`src/rtl/pulse_decoder_2x4_pkg.sv`:
```
// Shared definitions for the pulse decoder: state encodings, default pulse length
// and the FSM state type used by the top level.
`ifndef DECODER_DEFS_SV
`define DECODER_DEFS_SV
`define DEC_IDLE   2'd0
`define DEC_ACTIVE 2'd1
`define DEC_GAP    2'd2
`endif

package pulse_decoder_2x4_pkg;

  localparam int DEF_PULSE_LEN = 4;
  localparam int DEF_CNT_W     = 3;
  localparam int DEF_ACC_W     = 8;

  typedef enum logic [1:0] {
    ST_IDLE   = `DEC_IDLE,
    ST_ACTIVE = `DEC_ACTIVE,
    ST_GAP    = `DEC_GAP
  } dec_state_e;

  // Counter load for a given pulse length; a zero length degrades to one cycle.
  function automatic int cnt_load(input int pulse_len);
    return (pulse_len < 1) ? 0 : pulse_len - 1;
  endfunction

endpackage

```
`src/rtl/pulse_decoder_2x4_dec.sv`:
```
// Combinational 2-to-4 one-hot decoder with enable; output is all-zero when disabled.
module dec_2x4 (
  input  logic [1:0] code,
  input  logic       en,
  output logic [3:0] line
);

  always_comb begin
    line = '0;
    if (en) line[code] = 1'b1;
  end

endmodule

```
`src/rtl/pulse_decoder_2x4.sv`:
```
// Registered 2-to-4 decoder: accepts a code via valid/ready, holds the decoded line
// high for PULSE_LEN cycles, then spends one gap cycle strobing done.
module pulse_decoder_2x4
  import pulse_decoder_2x4_pkg::*;
#(
  parameter int PULSE_LEN = DEF_PULSE_LEN,
  parameter int CNT_W     = DEF_CNT_W,
  parameter int ACC_W     = DEF_ACC_W
) (
  input  logic             clk,
  input  logic             rst,
  input  logic [1:0]       code_in,
  input  logic             valid_in,
  output logic             ready_out,
  output logic [3:0]       line_out,
  output logic             busy,
  output logic             done,
  output logic [ACC_W-1:0] acc_count
);

  localparam logic [CNT_W-1:0] CNT_LOAD = CNT_W'(cnt_load(PULSE_LEN));

  dec_state_e       state;
  logic [CNT_W-1:0] cnt;
  logic [1:0]       code_q;
  logic             accept;
  logic [1:0]       dec_code;
  logic             dec_en;
  logic [3:0]       dec_line;

  assign ready_out = (state == ST_IDLE);
  assign accept    = ready_out && valid_in;

  // On the accept edge decode the live input; afterwards keep decoding the captured code.
  assign dec_code = (state == ST_IDLE) ? code_in : code_q;
  assign dec_en   = accept || (state == ST_ACTIVE);

  dec_2x4 u_dec (
    .code (dec_code),
    .en   (dec_en),
    .line (dec_line)
  );

  always_ff @(posedge clk) begin
    if (rst) begin
      state     <= ST_IDLE;
      cnt       <= '0;
      code_q    <= '0;
      line_out  <= '0;
      busy      <= 1'b0;
      done      <= 1'b0;
      acc_count <= '0;
    end else begin
      case (state)
        ST_IDLE: begin
          done <= 1'b0;
          if (valid_in) begin
            state     <= ST_ACTIVE;
            code_q    <= code_in;
            cnt       <= CNT_LOAD;
            line_out  <= dec_line;
            busy      <= 1'b1;
            acc_count <= acc_count + ACC_W'(1);
          end else begin
            line_out <= '0;
            busy     <= 1'b0;
          end
        end
        ST_ACTIVE: begin
          if (cnt == '0) begin
            state    <= ST_GAP;
            line_out <= '0;
            busy     <= 1'b0;
            done     <= 1'b1;
          end else begin
            cnt      <= cnt - CNT_W'(1);
            line_out <= dec_line;
            busy     <= 1'b1;
          end
        end
        ST_GAP: begin
          state    <= ST_IDLE;
          line_out <= '0;
          busy     <= 1'b0;
          done     <= 1'b0;
        end
        default: begin
          state    <= ST_IDLE;
          line_out <= '0;
          busy     <= 1'b0;
          done     <= 1'b0;
        end
      endcase
    end
  end

endmodule

```
`config.mk`:
```
export PLATFORM = sky130hd
export DESIGN_NAME = pulse_decoder_2x4
export DESIGN_NICKNAME = d
export VERILOG_FILES = /design/src/rtl/pulse_decoder_2x4_pkg.sv /design/src/rtl/pulse_decoder_2x4_dec.sv /design/src/rtl/pulse_decoder_2x4.sv
export SDC_FILE = /design/constraint.sdc
export NUM_CORES = 1
export LEC_CHECK = 0
export CORE_UTILIZATION = 52
export DETAILED_ROUTE_END_ITERATION = 6
export PLACE_DENSITY_LB_ADDON = 0.25
export RECOVER_POWER = 25
export SYNTH_ARGS = -nofsm -noshare
export SYNTH_HDL_FRONTEND = slang
export SYNTH_SLANG_ARGS = --single-unit
```
`constraint.sdc`:
```
create_clock -name clk -period 4.8 [get_ports clk]
set_input_delay 0.96 -clock clk [delete_from_list [all_inputs] [get_ports clk]]
set_output_delay 0.96 -clock clk [all_outputs]
set_load 0.02 [all_outputs]
```
==> results.yml, run 1 <==
status:
  status: "completed"
sta:
  layout_min_cycle_time_ns: 2.74
  hold_violations: 0
  slew_headroom_pct: 43.6
  final-setup-viol-count: 0
  min_period_over_period_pct: 57.2
  setup_tns_ns: 0
  rsz0062_at_grt: "no"
  slew_viol_final: 0
  tightest_slew_ns: 0.844
  setup_slack_ns: 2.06
  finClkSkew_ns: 0.00469
  max_freq_mhz: 364
die:
  initial_core_util_pct: 55.3
  die_x_um: 44.6
  die_area_um2: 1990
  row_count: 15
  core-area_um2: 1710
  pin_count: 20
  die_h_um: 44.6
final_layout:
  fin_util_pct: 68.5
  layout.nets: 133
  final_layout_size_suffix_gt1_share_pct: 6.45
  n_antenna_cell: 0
  final_cells: 149
  syn_to_final_growth_pct: 23.8
power:
  irDropWorstVdd_mv: 0.178
  power_density_nw_per_um2: 312
  leakagePower_nw: 0.441
  p_total_uw: 365
clock_network:
  htreeDepth: 1
  post_cts_resized: 0
  cts_tree: "yes"
  numCtsBuffers: 3
  clkTransAtPathRegs_ns: 0.11
  ctsLongestPathBuffers: 2
  postCtsHoldBufs: 0
  root_buffer: "clkbuf_4"
  cts.sinks: 21
  post_cts_buffers: 0
  clock_latency_ns: 0.31
routing:
  wl_um: 1730
  drt_drc_violations_left: 0
  firstDrtPassIters: 4
  wl_per_cell_um: 11.6
  vias: 808
  vias_per_cell: 5.42
  final_antenna_net_count: 0
  first_iter_violations: 14
placement:
  hpwl_um: 1260
  placed_cells: 145
  io_buffer_count: 19
  gp_congestion: 0.747
  pre_cts_slack_ns: 2.09
worst_hold_path:
  hold_class: "flip-flop to flip-flop"
  holdPathStages: 2
  holdPathEnd: "done"
  hold_start: "done"
synth:
  synthArstFlopShare_pct: 0
  synth_seq_cells: 21
  synth_fp_nets: 113
  synth_edf_count: 0
  syn_avg_cell_area_um2: 9.00
  synth_cell_type_count: 34
  ys_seq_area_share_pct: 44.5
  synthesis.area_um2: 945
  synth_warnings: 0
  syn-instance-count: 105
  synth_top_flop_cell: "dfxtp_1"
global_routing:
  overflow: 0
  grt_start_max_net_pins: 18
  first_global_vias: 684
  antenna_found_initial: 0
  grtUsageTotal_pct: 19.4
  grt_pass1_wl_um: 2790
setup_path:
  worstSetupEndpointType: "output port"
  worstPathMaxFanout: 14
  cpPeakStageDelay_ns: 0.67
  cpMaxStageDelayCell: "clkdlybuf4s50_1"
  arrival_ns: 1.78
  crit_type: "flip-flop to output port"
  critPathLaunchType: "flip-flop"
  reg2reg_slack_ns: 3.11
  critPathRequiredTime_ns: 3.84
  timing.rr.end: "acc_count[7]"
  reg2regPathDepth: 3
  r2r_start: "state[0]"
  path_cells: "nor2_1 -> clkdlybuf4s50_1"
run:
  cap_violations: 0
[report_power, final]
part / internal [mW] / total [mW] / switching (mW)
Clock: 0.0325 / 0.0858 / 0.0533
Sequential: 0.187 / 0.199 / 0.0127
Combinational: 0.0385 / 0.0801 / 0.0416
Total: 0.258 / 0.365 / 0.108
[through the flow]
stage               cell area, um^2  hold WS [ns]
global route                   1170         0.555
CTS                            1170         0.501
detailed placement             1150         0.478
floorplan                       945         0.491
finish                         1170         0.495
global placement               1150         0.452
[layer usage]
layer	GRT usage (%)	routed length, um
met4	11.5	42
met1	23.8	763
met5	0	0
met3	3.67	75
met2	31.5	849
[synthesized netlist by cell type, drive strengths merged, types with 2 or more instances]
master  instances  share of area, %
dfxtp          21                45
nor2           14               5.6
a21oi           8               4.2
inv             8               3.2
mux2i           4               4.2
clkbuf          3               1.3
ha              3               4.0
nand2           3               1.2
nand3           3               1.6
nand3b          3               2.4
nor2b           3               2.0
nor3            3               1.6
o21ai           3               1.6
or3b            3               2.8
mux2            2               2.4
nand2b          2               1.3
or3             2               1.3
or4             2               1.6
xnor2           2               1.9
[cells by family (layout without fill, tap and decap cells)]
group	count (synthesis)	in the layout	synth area share, %
compound gates	18	18	11.9
flops	21	21	44.5
mux	6	6	6.62
simple gates	43	43	26.1
fa+ha+maj	3	3	3.97
xor+xnor	2	2	1.85
buf+inv	12	31	5.03
[area by class of cell]
cell class | instances | area (um^2)
inverter | 8 | 30.0
fill | 142 | 538
sequential | 21 | 420
multi-input combinational | 72 | 472
clock buffer | 4 | 26.3
timing repair buffer | 19 | 190
tap | 25 | 31.3
[worst max-delay path by stage]
| stage | startpoint | end | slack, ns | cells after the start |
|---|---|---|---|---|
| after detailed placement | valid_in | acc_count[7] | 2.09 | 4 |
| after CTS | state[0] | ready_out | 2.07 | 2 |
| after global routing | state[0] | ready_out | 2.00 | 2 |
| after global placement | valid_in | acc_count[7] | 2.13 | 4 |
| final | state[0] | ready_out | 2.06 | 2 |
| after floorplan | valid_in | acc_count[7] | 2.71 | 3 |
[critical path: cells and delay by family, from the launching register on]
| family | cells | cell delay (ns) |
|---|---|---|
| buf+inv | 1 | 0.67 |
| flops | 1 | 0.46 |
| simple gates | 1 | 0.34 |
[placed cells by master, fill, tap and decap left out, types with 4 or more instances in the layout]
| cell type | count |
|---|---|
| inv_1 | 8 |
| nor2_1 | 14 |
| clkdlybuf4s50_1 | 17 |
| mux2i_1 | 4 |
| a21oi_1 | 8 |
| dfxtp_1 | 21 |
[flip-flops by register name, summed over array words and instances, names as in the netlist]
register / flops
busy: 1
acc_count: 8
state: 2
cnt: 3
done: 1
line_out: 4
code_q: 2
Note: power is estimated with default switching activity, not from simulation.
==> inputs of run 2 (changes only) <==
--- a/config.mk
+++ b/config.mk
@@ -5,7 +5,7 @@
 export SDC_FILE = /design/constraint.sdc
 export NUM_CORES = 1
 export LEC_CHECK = 0
-export CORE_UTILIZATION = 52
+export CORE_UTILIZATION = 44
 export DETAILED_ROUTE_END_ITERATION = 6
 export PLACE_DENSITY_LB_ADDON = 0.25
 export RECOVER_POWER = 25
==> constraint.sdc (replaced) <==
create_clock -name clk -period 2.3 [get_ports clk]
set_input_delay 0.46 -clock clk [delete_from_list [all_inputs] [get_ports clk]]
set_output_delay 0.46 -clock clk [all_outputs]
set_load 0.02 [all_outputs]
==> run 2 against run 1 <==
Effect of this change:
- core utilization decreased by 8.0 points
- register-to-register slack got worse by 2.5 ns
- global-route usage decreased by 2.8 points
- critical endpoint unchanged
- cell count increased by 4.0%
- cell area increased by 2.6%
- sequential power increased by 100%
- sequential share of layout area decreased by 0.90 points
- critical path depth unchanged
- clock skew decreased by 0.0023 ns
- highest routed layer unchanged
- worst setup slack got worse by 1.9 ns
==> results.yml, run 2 (synthesis gave the netlist of run 1 again) <==
global_routing:
  overflow: 0
  grt_pass1_wl_um: 2970
  antenna_found_initial: 0
  grtUsageTotal_pct: 16.6
  grt_start_max_net_pins: 14
  first_global_vias: 732
status:
  status: "completed"
setup_path:
  cpMaxStageDelayCell: "clkdlybuf4s50_1"
  worstPathMaxFanout: 6
  reg2regPathDepth: 4
  critPathRequiredTime_ns: 1.84
  critPathLaunchType: "flip-flop"
  cpPeakStageDelay_ns: 0.68
  arrival_ns: 1.64
  worstSetupEndpointType: "output port"
  path_cells: "nor2_1 -> clkdlybuf4s50_1"
  crit_type: "flip-flop to output port"
die:
  die_x_um: 48.3
  initial_core_util_pct: 47.7
  pin_count: 20
  die_h_um: 48.3
  row_count: 16
  die_area_um2: 2340
  core-area_um2: 1980
final_layout:
  final_layout_size_suffix_gt1_share_pct: 8.59
  syn_to_final_growth_pct: 27.0
  reg_top3: "acc_count: 8 flops, line_out: 4 flops, cnt: 3 flops"
  layout.nets: 137
  largest_register: "acc_count"
  largest_reg_flops: 8
  mostFrequentLayoutCell: "dfxtp_1"
  mostFrequentLayoutCells: "dfxtp_1 (21), clkdlybuf4s50_1 (18), nor2_1 (14)"
  n_antenna_cell: 0
  n_fill_cell: 174
sta:
  slew_headroom_pct: 67.6
  finClkSkew_ns: 0.00234
  layout_min_cycle_time_ns: 2.10
  setup_tns_ns: 0
  rsz0062_at_grt: "no"
  final-setup-viol-count: 0
  max_freq_mhz: 476
  hold_violations: 0
  min_period_over_period_pct: 91.4
  slew_viol_final: 0
  tightest_slew_ns: 0.484
routing:
  final_antenna_net_count: 0
  first_iter_violations: 3
  wl_met1_um: 847
  highest_layer: "met4"
  wl_um: 1780
  met2_length_um: 840
  wl_per_cell_um: 11.5
  drt_drc_violations_left: 0
  routed-wl-met3_um: 60
  vias_per_cell: 5.14
  vias: 797
  firstDrtPassIters: 6
clock_network:
  numCtsBuffers: 3
  postCtsHoldBufs: 0
  clock_latency_ns: 0.30
  clkTransAtPathRegs_ns: 0.11
  post_cts_buffers: 0
  root_buffer: "clkbuf_4"
  htreeDepth: 1
  ctsLongestPathBuffers: 2
  cts.sinks: 21
  cts_tree: "yes"
  post_cts_resized: 0
placement:
  hpwl_um: 1310
  io_buffer_count: 19
  gp_congestion: 0.793
power:
  switching_share_pct: 29.2
  power_frac_comb_pct: 24.0
  internal-power_uw: 543
  power_density_nw_per_um2: 640
  switching_power_uw: 224
  seq_power_share_pct: 53.1
  leakagePower_nw: 0.456
  p_total_uw: 767
  clockPowerShare_pct: 22.9
  irDropWorstVdd_mv: 0.379
run:
  cap_violations: 0
worst_hold_path:
  holdPathStages: 2
  hold_class: "flip-flop to flip-flop"
==> run 2: final timing paths <==
kind,startpoint,to,slack (ns)
setup / recovery,state[1],ready_out,0.20
hold / removal,done,done,0.50
setup reg to reg,state[1],acc_count[7],0.59
hold reg to reg,done,done,0.50
==> run 2: layout make-up <==
type | count | area [um^2] | share of cell area [%]
clock buffer | 4 | 26.3 | 2.19
inverter | 8 | 30.0 | 2.50
multi-input combinational | 72 | 477 | 39.7
sequential | 21 | 420 | 35.0
tap | 27 | 33.8 | 2.82
timing repair buffer | 23 | 213 | 17.7
==> run 2: routing by layer <==
layer  vias to the layer above  global-route usage, %
li1                        412                      -
met4                         0                   10.3
met1                       365                   18.9
met5                         -                      0
met3                         4                   4.09
met2                        16                   27.7
==> run 2: critical path, delay by kind of cell (launching register included) <==
kind | cells | cell delay, ns
flip-flops | 1 | 0.35
buffers and inverters | 1 | 0.68
AND/OR/NAND/NOR | 1 | 0.31
==> run 2: power groups by stage <==
stage,clock network [mW],logic [mW],registers [mW]
after floorplan,0,0.107,0.428
after global placement,0,0.182,0.415
after detailed placement,0,0.186,0.416
after CTS,0.185,0.187,0.408
after global routing,0.201,0.205,0.411
final,0.176,0.185,0.407
==> run 2: through the flow <==
stage	hold WS [ns]	setup slack (ns)	cell area (um^2)	instances	utilization [%]
floorplan	0.491	0.714	945	105	-
global placement	0.453	0.202	1180	151	59.6
detailed placement	0.490	0.161	1180	151	59.6
CTS	0.507	0.200	1210	155	60.9
global route	0.522	0.143	1200	155	60.5
finish	0.502	0.198	1200	155	60.5
==> RTL change (settings of run 1) <==
Reset style: asynchronous (`rst`), changed in one clocked block.
--- a/src/rtl/pulse_decoder_2x4.sv
+++ b/src/rtl/pulse_decoder_2x4.sv
@@ -43,3 +43,3 @@
 
-  always_ff @(posedge clk) begin
+  always_ff @(posedge clk or posedge rst) begin
     if (rst) begin
Formal check against the unedited RTL: differs if rst is asserted again (counterexample within 4 cycles, from zero or initial values and one cycle with rst high); with rst held inactive, the same outputs for 10 cycles.
==> RTL change against run 1 <==
  * Critical path depth up 1
  * First-iteration DRC count fell by 36%
  * Cell area up 1.6%
  * Register-to-register slack gained 0.08 ns
  * Setup slack worse by 0.14 ns
  * Global-route usage shrank 1.9 points
  * Fmax down 4.9%
  * Die area grew 0.76%
  * Synthesized area up 0.79%
  * Wire length shrank 6.9%
  * Sequential cell count stayed put
  * Sequential share of layout area is 8.3 points higher
  * Largest cell class is now sequential cells
  * Highest routed layer unchanged
Power is not compared: it rests on default switching activity, and its combinational part moved more than twofold at a synthesized area within 25%.
==> RTL change: results (changes against run 1) <==
| Metric | Value |
|---|---|
| Nets | 111 (-17%) |
| Seq/Total Area, Yosys | 55.2% (+11 points) |
| First-pass GRT wire length | 2550 um (-8.6%) |
| Share of cells above drive strength 1 | 11.8% (+5.3 points) |
| HPWL after detailed placement | 1250 um (-0.75%) |
| Antenna violations before repair | 0 (unchanged) |
| Library cells used by synthesis | 27 (-21%) |
| CP arrival | 1.93 ns (+0.15 ns) |
| FFs w/ async S/R, synth | 100% (+100 points) |
| Avg Inst Size Synth | 11.9 um2 (+32%) |
| Met3 Use GR | 2.40% (-1.3 points) |
| Worst stage delay on the critical path | 0.63 ns (-0.04 ns) |
| R2r endpoint | cnt[1] |
| Buffers added on ports | 19 (unchanged) |
| Worst reg2reg setup slack | 3.19 ns (+0.08 ns) |
| Clock Latency Late Sink | 0.29 ns (-0.02 ns) |
| DR WL/cell | 12.7 um (+9.3%) |
| Worst path slowest cell | clkdlybuf4s50_1 |
| Top post-synthesis cells by count | 21 x dfrtp_1, 6 x nand2_1, 5 x inv_1, 5 x mux2_2 |
| Placer Congestion | 0.737 (-1.3%) |
| Reg power frac | 42.6% |
| Post-route insts no fill | 127 (-15%) |
| P_leak | 0.544 nW |
| P_sw | 0.000264 W |
| Met2 WL | 817 um (-3.8%) |
| Outcome | finished, final reports clean |
| Reg2reg start | cnt[0] |
| M2 GR Usage | 32.1% (+0.59 points) |
| Hold depth | 1 (-1) |
| CP delay by family, top | buffers and inverters |
| Largest net degree at the start of global routing | 22 (+4) |
| Hold_sp | acc_count[7] |
| Yosys warns | 0 (unchanged) |
| Routed wl met3 | 54 um (-28%) |
| FF-to-FF path depth | 6 (+3) |
| Met1 Usage GRT | 22.0% (-1.8 points) |
| Initial drt markers | 9 (-5) |
| Worst hold endpoint | acc_count[7] |
| Clock skew | 0.0124 ns (+0.00772 ns) |
| GRT Total Usage | 17.5% (-1.9 points) |
| Vias in the first global route | 581 (-15%) |
| Most used flip-flop cell after synthesis | dfrtp_1 |
| Via count | 638 (-21%) |
| Post-Syn Nets | 88 (-22%) |
| M1 WL | 733 um (-3.9%) |
| Placed cells | 123 (-15%) |
| Filler Cell Count | 136 (-4.2%) |
| Synth area leaders | dfrtp_1 55%, mux2_2 5.9%, ha_1 3.9% |
| Worst Path Max Fanout | 8 (-6) |
| Slew HR | 47.3% (+3.7 points) |
RTL change: cell types whose count changed after synthesis, sizes merged, moves of 3 or more:
cell	run 1	this run
dfrtp	0	21
dfxtp	21	0
nor2	14	1
a21oi	8	3
mux2i	4	0
xor2	0	4
clkbuf	3	0
mux2	2	5
nand2	3	6
nand4	1	4
or3b	3	0
RTL change: cell type report:
type / instances / area (um2) / area share [%]
clock buffers: 4 / 26.3 / 2.21
inverters: 6 / 22.5 / 1.89
well taps: 25 / 31.3 / 2.63
multi-input cells: 52 / 393 / 33.1
flip-flops and latches: 21 / 526 / 44.2
repair buffers: 19 / 190 / 16.0
RTL change: logic make-up (layout without fill, tap and decap cells):
kind of cell / Yosys count / in the layout / synth area share, %
flops: 21 / 21 / 55.2
mux: 5 / 5 / 5.91
xor+xnor: 7 / 7 / 6.44
fa+ha+maj: 3 / 3 / 3.94
compound gates: 8 / 8 / 5.39
buf+inv: 7 / 29 / 3.55
simple gates: 29 / 29 / 19.6
RTL change: through the flow:
| step | area, um2 | utilization [%] | hold WS, ns | worst slack (ns) |
|---|---|---|---|---|
| after detailed placement | 1160 | 67.3 | 0.458 | 2.27 |
| after floorplan | 952 | - | 0.481 | 2.87 |
| after global placement | 1160 | 67.3 | 0.461 | 2.31 |
| after CTS | 1190 | 68.8 | 0.474 | 1.92 |
| final | 1190 | 68.8 | 0.470 | 1.91 |
| after global routing | 1190 | 68.8 | 0.500 | 1.83 |
RTL change: how the worst max path moves through the flow:
stage           endpoint      from  depth (start not counted)  slack [ns]
2_1_floorplan  ready_out  state[0]                          3        2.87
3_3_place_gp   ready_out  state[0]                          3        2.31
3_5_place_dp   ready_out  state[0]                          3        2.27
4_1_cts        ready_out  state[0]                          3        1.92
5_1_grt        ready_out  state[0]                          3        1.83
6_report       ready_out  state[0]                          3        1.91
